===== config.mk =====
export PLATFORM = sky130hd
export DESIGN_NAME = ifetch_flat
export DESIGN_NICKNAME = d
export VERILOG_FILES = /design/src/rtl/ifetch_pkg.sv /design/src/rtl/ifetch_if.sv /design/src/rtl/ifetch_queue.sv /design/src/rtl/ifetch.sv /design/src/flat_wrapper.sv
export SDC_FILE = /design/constraint.sdc
export NUM_CORES = 1
export LEC_CHECK = 0
export BUFFER_PORTS_ARGS = -buffer_cell sky130_fd_sc_hd__buf_4
export CORE_MARGIN = 2
export CORE_UTILIZATION = 43
export CTS_BUF_LIST = sky130_fd_sc_hd__clkbuf_16
export DETAILED_ROUTE_END_ITERATION = 6
export GPL_TIMING_DRIVEN = 1
export PLACE_DENSITY_LB_ADDON = 0.08
export SLEW_MARGIN = 20
export SYNTH_ARGS = -nofsm -noshare
export SYNTH_HDL_FRONTEND = slang
export SYNTH_SLANG_ARGS = --single-unit

===== constraint.sdc =====
create_clock -name clk -period 3.1 [get_ports clk]
set_clock_uncertainty 0.15 [all_clocks]
set_input_delay 0.62 -clock clk [delete_from_list [all_inputs] [get_ports clk]]
set_output_delay 0.62 -clock clk [all_outputs]
set_load 0.05 [all_outputs]

===== src/rtl/ifetch_pkg.sv =====
// ifetch_pkg
// Shared parameters and types for the instruction fetch stage.
//   ADDRESS_BUS_WIDTH  : PC / instruction RAM address width (word addressed)
//   INSTRUCTION_WIDTH  : instruction word width
//   IFETCH_QUEUE_DEPTH : entries in the fetch queue feeding decode
//   IFETCH_RESET_PC    : default for the ifetch RESET_PC parameter
package ifetch_pkg;

  localparam int ADDRESS_BUS_WIDTH  = 24;
  localparam int INSTRUCTION_WIDTH  = 36;
  localparam int IFETCH_QUEUE_DEPTH = 2;
  localparam int IFETCH_COUNT_W     = $clog2(IFETCH_QUEUE_DEPTH + 1);
  localparam int IFETCH_PTR_W       = $clog2(IFETCH_QUEUE_DEPTH);

  typedef logic [ADDRESS_BUS_WIDTH-1:0] addr_t;
  typedef logic [INSTRUCTION_WIDTH-1:0] instr_t;
  typedef logic [IFETCH_COUNT_W-1:0]    qcount_t;

  localparam addr_t IFETCH_RESET_PC = '0;

  // One fetched word together with the address it was read from.
  typedef struct packed {
    instr_t instr;
    addr_t  pc;
  } fetch_entry_t;

endpackage


===== src/rtl/ifetch_if.sv =====
// ifetch_if
// Bundles the fetch stage's bus signals:
//   imem_address / imem_read_not_write / imem_data : instruction RAM port
//   redirect_valid / redirect_pc                   : PC redirect from execute
//   instr_valid / instr_ready / instr_out / instr_pc : handshake to decode
// master = fetch stage, slave = the RAM/decode/execute environment.
interface ifetch_if;
  import ifetch_pkg::*;

  addr_t  imem_address;
  logic   imem_read_not_write;
  instr_t imem_data;
  logic   redirect_valid;
  addr_t  redirect_pc;
  logic   instr_valid;
  logic   instr_ready;
  instr_t instr_out;
  addr_t  instr_pc;

  modport master (
    output imem_address, imem_read_not_write, instr_valid, instr_out, instr_pc,
    input  imem_data, redirect_valid, redirect_pc, instr_ready
  );

  modport slave (
    input  imem_address, imem_read_not_write, instr_valid, instr_out, instr_pc,
    output imem_data, redirect_valid, redirect_pc, instr_ready
  );

endinterface


===== src/rtl/ifetch_queue.sv =====
// ifetch_queue
// Small circular FIFO of {instr, pc} entries between the RAM and decode.
//   clk, rst_n : clock, asynchronous active-low reset
//   push, push_data : write an entry (ignored when full and not popping)
//   pop        : remove the head (ignored when empty)
//   flush      : empty the queue; takes priority over push and pop
//   count      : current occupancy
//   head       : entry at the head (meaningful only while count != 0)
// Depth must be a power of two so the pointers wrap naturally.
module ifetch_queue
  import ifetch_pkg::*;
(
  input  logic         clk,
  input  logic         rst_n,
  input  logic         push,
  input  fetch_entry_t push_data,
  input  logic         pop,
  input  logic         flush,
  output qcount_t      count,
  output fetch_entry_t head
);

  fetch_entry_t            mem [IFETCH_QUEUE_DEPTH];
  logic [IFETCH_PTR_W-1:0] rd_ptr;
  logic [IFETCH_PTR_W-1:0] wr_ptr;
  logic                    do_push;
  logic                    do_pop;

  assign do_pop  = pop && (count != '0);
  assign do_push = push && ((count != qcount_t'(IFETCH_QUEUE_DEPTH)) || do_pop);
  assign head    = mem[rd_ptr];

  // Storage is cleared on reset so the head reads as zero out of reset.
  always_ff @(posedge clk or negedge rst_n) begin
    if (!rst_n) begin
      rd_ptr <= '0;
      wr_ptr <= '0;
      count  <= '0;
      for (int i = 0; i < IFETCH_QUEUE_DEPTH; i++) begin
        mem[i] <= '0;
      end
    end else if (flush) begin
      rd_ptr <= '0;
      wr_ptr <= '0;
      count  <= '0;
    end else begin
      if (do_push) begin
        mem[wr_ptr] <= push_data;
        wr_ptr      <= wr_ptr + 1'b1;
      end
      if (do_pop) begin
        rd_ptr <= rd_ptr + 1'b1;
      end
      count <= count + qcount_t'(do_push) - qcount_t'(do_pop);
    end
  end

endmodule


===== src/rtl/ifetch.sv =====
// ifetch
// Instruction fetch stage: owns the PC, drives the instruction RAM, absorbs
// its one-cycle read latency and hands words to decode through a 2-entry
// queue.
//   clk, rst_n : clock, asynchronous active-low reset
//   bus        : ifetch_if.master (RAM port, redirect input, decode handshake)
//   perf_fetch_count, perf_stall_count : 16-bit saturating counters, present
//                only when IFETCH_PERF_EN is defined
// Optional feature macro: IFETCH_PERF_EN.
module ifetch
  import ifetch_pkg::*;
#(
  parameter addr_t RESET_PC = IFETCH_RESET_PC
) (
  input  logic        clk,
  input  logic        rst_n,
  ifetch_if.master    bus
`ifdef IFETCH_PERF_EN
  ,
  output logic [15:0] perf_fetch_count,
  output logic [15:0] perf_stall_count
`endif
);

  addr_t        pc;
  addr_t        pend_pc;
  logic         pend;
  logic         pop;
  logic         issue;
  logic [2:0]   credit_used;
  logic [2:0]   credit_limit;
  qcount_t      q_count;
  fetch_entry_t q_head;
  fetch_entry_t q_push_data;

  assign bus.imem_address        = pc;
  assign bus.imem_read_not_write = 1'b1;
  assign bus.instr_valid         = (q_count != '0);
  assign bus.instr_out           = q_head.instr;
  assign bus.instr_pc            = q_head.pc;

  assign pop = bus.instr_valid & bus.instr_ready;

  // A read may only be issued if its word is guaranteed a queue slot when it
  // returns next cycle: queued words plus the one in flight, less the word
  // decode takes this cycle, must leave room.
  assign credit_used  = 3'(q_count) + 3'(pend);
  assign credit_limit = 3'(IFETCH_QUEUE_DEPTH) + 3'(pop);
  assign issue        = !bus.redirect_valid && (credit_used < credit_limit);

  // Redirect overrides any issue and drops the in-flight read.
  always_ff @(posedge clk or negedge rst_n) begin
    if (!rst_n) begin
      pc      <= RESET_PC;
      pend    <= 1'b0;
      pend_pc <= '0;
    end else if (bus.redirect_valid) begin
      pc   <= bus.redirect_pc;
      pend <= 1'b0;
    end else if (issue) begin
      pc      <= pc + addr_t'(1);
      pend    <= 1'b1;
      pend_pc <= pc;
    end else begin
      pend <= 1'b0;
    end
  end

  assign q_push_data = '{instr: bus.imem_data, pc: pend_pc};

  ifetch_queue u_queue (
    .clk       (clk),
    .rst_n     (rst_n),
    .push      (pend),
    .push_data (q_push_data),
    .pop       (pop),
    .flush     (bus.redirect_valid),
    .count     (q_count),
    .head      (q_head)
  );

`ifdef IFETCH_PERF_EN
  // Both counters stick at all-ones rather than wrapping.
  always_ff @(posedge clk or negedge rst_n) begin
    if (!rst_n) begin
      perf_fetch_count <= '0;
      perf_stall_count <= '0;
    end else begin
      if (pop && (perf_fetch_count != 16'hFFFF)) begin
        perf_fetch_count <= perf_fetch_count + 16'd1;
      end
      if (bus.instr_valid && !bus.instr_ready && (perf_stall_count != 16'hFFFF)) begin
        perf_stall_count <= perf_stall_count + 16'd1;
      end
    end
  end
`endif

endmodule


===== src/flat_wrapper.sv =====
// flat-port wrapper written by rule: the top's interface ports become plain ports
module ifetch_flat import ifetch_pkg::*;
#(
  parameter addr_t RESET_PC = IFETCH_RESET_PC
)
  (clk, rst_n, bus_imem_address, bus_imem_read_not_write, bus_instr_valid, bus_instr_out, bus_instr_pc, bus_imem_data, bus_redirect_valid, bus_redirect_pc, bus_instr_ready);
  ifetch_if bus_i ();
  input  logic clk;
  input  logic rst_n;
  output wire logic [$bits(bus_i.imem_address)-1:0] bus_imem_address;
  output wire logic [$bits(bus_i.imem_read_not_write)-1:0] bus_imem_read_not_write;
  output wire logic [$bits(bus_i.instr_valid)-1:0] bus_instr_valid;
  output wire logic [$bits(bus_i.instr_out)-1:0] bus_instr_out;
  output wire logic [$bits(bus_i.instr_pc)-1:0] bus_instr_pc;
  input wire logic [$bits(bus_i.imem_data)-1:0] bus_imem_data;
  input wire logic [$bits(bus_i.redirect_valid)-1:0] bus_redirect_valid;
  input wire logic [$bits(bus_i.redirect_pc)-1:0] bus_redirect_pc;
  input wire logic [$bits(bus_i.instr_ready)-1:0] bus_instr_ready;
  assign bus_imem_address = bus_i.imem_address;
  assign bus_imem_read_not_write = bus_i.imem_read_not_write;
  assign bus_instr_valid = bus_i.instr_valid;
  assign bus_instr_out = bus_i.instr_out;
  assign bus_instr_pc = bus_i.instr_pc;
  assign bus_i.imem_data = bus_imem_data;
  assign bus_i.redirect_valid = bus_redirect_valid;
  assign bus_i.redirect_pc = bus_redirect_pc;
  assign bus_i.instr_ready = bus_instr_ready;
  ifetch #(.RESET_PC(RESET_PC)) u_core (.clk(clk), .rst_n(rst_n), .bus(bus_i));
endmodule

# Word level (Yosys, flattened, before mapping)
# Cells that the tools add are included.
# op_classes
muxes	15
n_bitwise	4
order_cmp	4
n_addsub	7
n_reduce_logical	12
eq_ne	1
# op_table
cell	n
60-bit two-way mux	4
120-bit bitwise mux	1
60-bit demux with 1-bit select	1
24-bit two-way mux	2
24-bit by 1-bit adder with 24-bit output (second input constant)	1
2-bit nonzero test	4
1-bit two-way mux	6
2-bit >= comparator (second input constant)	2
1-bit logical AND	4
1-bit NOT with 2-bit output	2
2-bit AND reduction	2
2-bit by 1-bit adder with 3-bit output	1
2-bit by 1-bit adder with 3-bit output (first input constant)	1
3-bit less-than comparator	1
1-bit adder (second input constant)	2
2-bit by 1-bit adder with 2-bit output	1
2-bit by 1-bit less-than comparator with 1-bit output (second input constant)	1
2-bit two-way mux	1
2-bit inequality test (second input constant)	1
2-bit by 1-bit subtractor with 2-bit output	1
1-bit bitwise AND	1
1-bit logical NOT	1
1-bit logical OR	1
1-bit NOT	1
# totals
reg_bits	173
word_cells	53
output_inout_bits	86
in_bits	64

# Logic depth before layout (Yosys ltp)
# logic_depth
word_depth	8
depth_mapped	8
depth_no_buf	7

# Modules after synthesis
# From an unflattened synthesis, not the netlist that was laid out.
# hier_totals
cells_unflattened	613
area_unflattened_um2	8287.9
# modules_own_cells
module	cells_per_inst	area_each_um2	seq_area_each_um2	n_inst
ifetch_queue	342	5616.6	3103.0	1
ifetch	271	2671.3	1226.2	1

# Least setup slack after synthesis
# Ideal clock, no wire load.
# synth_path
kind	reg2reg
from	reg u_core.u_queue.count[0]
to	reg u_core.pc[23] (netlist: u_core.bus.imem_address[23])
setup_ns	0.131
t_arrival_ns	2.051
setup_slack_ns	0.768
required_time_ns	2.819
path_buffers	2
path_stages_with_launch	9
period_less_slack_ns	2.332
path_cell_list	dfrtp_1 -> ha_1 -> ha_1 -> clkbuf_1 -> or4b_1 -> buf_6 -> nor4b_4 -> xnor2_1 -> o21ai_1
# synth_via
elab_chain_len	6
elab_cells_between_ends	7
classes_between	2 x add/sub; 1 x order compare; 1 x bitwise; 3 x reduce/logical
# synth_lines
item	line_no	source
start, declared	ifetch_queue.sv:19	output qcount_t count,
start signal, assigned	ifetch_queue.sv:54	count <= count + qcount_t'(do_push) - qcount_t'(do_pop);
2-bit nonzero test	ifetch.sv:38	assign bus.instr_valid = (q_count != '0);
1-bit bitwise AND	ifetch.sv:42	assign pop = bus.instr_valid & bus.instr_ready;
2-bit by 1-bit adder with 3-bit output	ifetch.sv:48	assign credit_limit = 3'(IFETCH_QUEUE_DEPTH) + 3'(pop);
3-bit less-than comparator *	ifetch.sv:49	assign issue = !bus.redirect_valid && (credit_used < credit_limit);
1-bit logical AND *	ifetch.sv:49	
2-bit nonzero test (no line) *	--	
end signal, assigned	ifetch.sv:58	pc <= bus.redirect_pc;
end signal, assigned	ifetch.sv:61	pc <= pc + addr_t'(1);
end, declared	ifetch.sv:25	addr_t pc;
# Every way passes the cells marked *; elsewhere a longest branch is shown, timed or not.
# A chain may end at the register's enable or synchronous reset.

# Worst setup path in the final report
# layout_path
from	reg u_core.u_queue.rd_ptr
to	out bus_instr_out[16]
# layout_via
elab_chain_len	4
# layout_lines
item	line_no	source
start, declared	ifetch_queue.sv:24	logic [IFETCH_PTR_W-1:0] rd_ptr;
start signal, assigned	ifetch_queue.sv:52	rd_ptr <= rd_ptr + 1'b1;
1-bit NOT with 2-bit output (implied by the code)	ifetch_queue.sv:31	assign head = mem[rd_ptr];
60-bit two-way mux (implied by the code) (3 in a row)	ifetch_queue.sv:31	
end, declared	flat_wrapper.sv:13	output wire logic [$bits(bus_i.instr_out)-1:0] bus_instr_out;
# No other way between the ends. The select of a mux whose other input is x is not followed.

==> impl_metrics.toml <==
[floorplan]
boundaryPins = 150
die_x_um = 138
rows = 49
start_util = 0.435
core_mm2 = 0.0178
die_area_mm2 = 0.0191
die_h_um = 138

[logic_synthesis]
ys_seq_area_frac = 0.558
avgSynthCellArea_um2 = 14.1
synth_nets = 620
netlist_area_mm2 = 0.00775
synth-edff-count = 0
synth_seq_cells = 173
synth_cells = 551
ys_warn_count = 0
ys.flop_type = "dfrtp_1"
ys_types = 36
synthArstFlopShare = 1.00

[timing]
hold_viol = 0
fin_tns_setup_ns = 0
finalMaxSlewViolations = 0
period_needed_ns = 2.75
min_period_over_period = 0.889
max-slew-margin-rel = 0.522
setup_violations = 0
fmaxAchievable_mhz = 363
rsz0062_at_grt = "no"
worst_pin_slew_ns = 0.711

[setup_path]
r2r_cells = 6
critPathKind = "register to primary output"
cpMaxStageDelayCell = "dfrtp_2"
path_max_fanout = 23
crit_path_start_kind = "register"
worstPathArrival_ns = 1.98
rrSetupSlack_ns = 0.44
timing.rr.start = "u_core.u_queue.count[0]$_DFF_PN0_"
rr_endpoint = "u_core.bus.imem_address[13]$_DFFE_PN0P_"
crit_path_end_kind = "primary output"
critPathRequiredTime_ns = 2.33
cpPeakStageDelay_ns = 0.74
worstPathCellList = "buf_12 -> mux2_2 -> buf_4"

[power]
power_density_mw_per_mm2 = 1210
ir_drop_mv = 0.637
p_leak_nw = 4.36

[finish]
area_growth_pct = 26.2
nets = 764
nFillCells = 1515
antenna_cells = 0
design_area_mm2 = 0.00978
final_layout_size_suffix_gt1_frac = 0.578

[routing]
vias = 4828
drtAntennaViolNets = 0
via_per_inst = 5.15
drt_pre_antenna_iters = 4
drt_iter0_drc = 176
drcViolationCount = 0
wirelength_um = 16800
wl_per_cell_um = 17.9

[min_path]
hp-class = "input pin to async pin"

[clocking]
cts_sinks = 173
root_buffer = "clkbuf_16"
clk_latency_ns = 0.42
cts_tree = "yes"
clockBufferDepth = 2
cts_made_buffers = 17
cts_resized = 0
cts_setup_buffers = 0
ctsHtreeMaxLevel = 4
ctsHoldBuffers = 0
clk_pin_slew_ns = 0.06

[global_route]
gr-usage-all-layers = 0.181
grt_overflow = 0
grt_pass1_vias = 5138
grt_max_degree = 61
antenna_found_initial = 0
grt_pass1_wl_um = 27700

[place]
dp_hpwl_um = 11100
portBuffers = 148
routabilityCongestion = 0.747
placed_area_mm2 = 0.00919

[run_status]
outcome = "finished clean"

[flow_run]
max_cap_viol_count = 0
worst max-delay path by stage:
stage | from | endpoint | slack [ns] | depth (start not counted)
final | u_core.u_queue.rd_ptr$_DFFE_PN0P_ | bus_instr_out[16] | 0.35 | 3
after global placement | u_core.u_queue.count[0]$_DFF_PN0_ | u_core.bus.imem_address[13]$_DFFE_PN0P_ | 0.51 | 6
after detailed placement | u_core.u_queue.count[0]$_DFF_PN0_ | u_core.bus.imem_address[23]$_DFFE_PN0P_ | 0.43 | 6
after floorplan | u_core.u_queue.count[0]$_DFF_PN0_ | u_core.bus.imem_address[23]$_DFFE_PN0P_ | 0.77 | 8
after global routing | u_core.u_queue.rd_ptr$_DFFE_PN0P_ | bus_instr_pc[17] | 0.25 | 3
after CTS | u_core.u_queue.rd_ptr$_DFFE_PN0P_ | bus_instr_pc[17] | 0.31 | 3
per-layer routing:
metal,global-route usage,part of all wire,up-vias
li1,-,-,2244
met1,0.245,0.47,2448
met2,0.291,0.48,120
met3,0.0461,0.042,16
met4,0.0537,0.014,0
met5,0,0,-
worst max-delay path, delay by kind of cell (launching register included):
| family | cells | cell delay (ns) |
|---|---|---|
| buf+inv | 2 | 0.45 |
| mux | 1 | 0.36 |
| flops | 1 | 0.74 |
logic make-up after synthesis:
logic type | count (synthesis) | share of synthesized area
adders and majority gates | 5 | 0.00807
buffers and inverters | 37 | 0.0221
and+or+nand+nor | 76 | 0.0633
AOI/OAI and AO/OA | 25 | 0.0168
DFF | 173 | 0.558
xor gates and xnor gates | 27 | 0.0305
muxes | 207 | 0.300
other | 1 | 0.000484
layout by cell type, fill, tap and decap left out, types with 5 or more instances in the layout:
cell type  Yosys  final
clkbuf_16      0     17
buf_12         0      7
o21ai_0       16     16
o21ai_1        7      7
xor2_1         5      5
nor3_1         6      5
nand3_1        5      5
dfrtp_1      173    172
nor2_1         6      6
ha_1           5      5
buf_4          1    151
nand2_1       30     29
mux2_2       206    206
xnor2_1       22     22
through the flow:
step / setup slack [ns] / util / instances / total power [W] / hold WS [ns]
after floorplan: 0.768 / - / 551 / 0.00805 / 0.174
after global placement: 0.511 / 0.515 / 905 / 0.00954 / 0.331
after detailed placement: 0.432 / 0.515 / 905 / 0.00972 / 0.338
after CTS: 0.313 / 0.548 / 937 / 0.0119 / 0.0327
after global routing: 0.252 / 0.548 / 937 / 0.0124 / 0.0488
final: 0.346 / 0.548 / 937 / 0.0118 / 0.0310
cells in the mapped netlist, types with 2 or more instances:
master / number / share of area
nor4b_1: 2 / 0.0023
xnor2_1: 22 / 0.025
xor2_1: 5 / 0.0056
nor3_2: 3 / 0.0039
mux2_2: 206 / 0.30
inv_1: 3 / 0.0015
nor4b_4: 2 / 0.0061
nor4_4: 2 / 0.0055
nor3b_1: 2 / 0.0019
nor4b_2: 2 / 0.0039
and4_1: 3 / 0.0034
and3_1: 2 / 0.0016
nor4_1: 3 / 0.0024
nor3_1: 6 / 0.0039
nand3_1: 5 / 0.0032
nor2_1: 6 / 0.0029
nand4_1: 3 / 0.0024
o21ai_0: 16 / 0.010
clkbuf_1: 15 / 0.0073
dfrtp_1: 173 / 0.56
nand2_1: 30 / 0.015
o21ai_1: 7 / 0.0045
ha_1: 5 / 0.0081
buf_2: 16 / 0.010
layout make-up:
| class | instances | area, um2 | area share |
|---|---|---|---|
| clock buffer | 17 | 425 | 0.0435 |
| inverter | 3 | 11.3 | 0.00115 |
| timing repair buffer | 159 | 1280 | 0.131 |
| multi-input combinational | 341 | 3270 | 0.334 |
| clock inverter | 15 | 171 | 0.0175 |
| sequential | 173 | 4330 | 0.443 |
| tap | 229 | 287 | 0.0293 |
flip-flops by register name, summed over array words and instances, names as in the netlist:
signal and count:
u_core.u_queue.wr_ptr 1, u_core.u_queue.rd_ptr 1, u_core.pend_pc 24, u_core.u_queue.mem 120, u_core.pend 1, u_core.bus.imem_address 24, u_core.u_queue.count 2
power breakdown:
group | total (W) | internal, W | switching [W]
clock | 0.00216 | 0.00127 | 0.000892
sequential | 0.00389 | 0.00327 | 0.000620
combinational | 0.00574 | 0.00238 | 0.00336
Power figures use the tool's default switching activity.
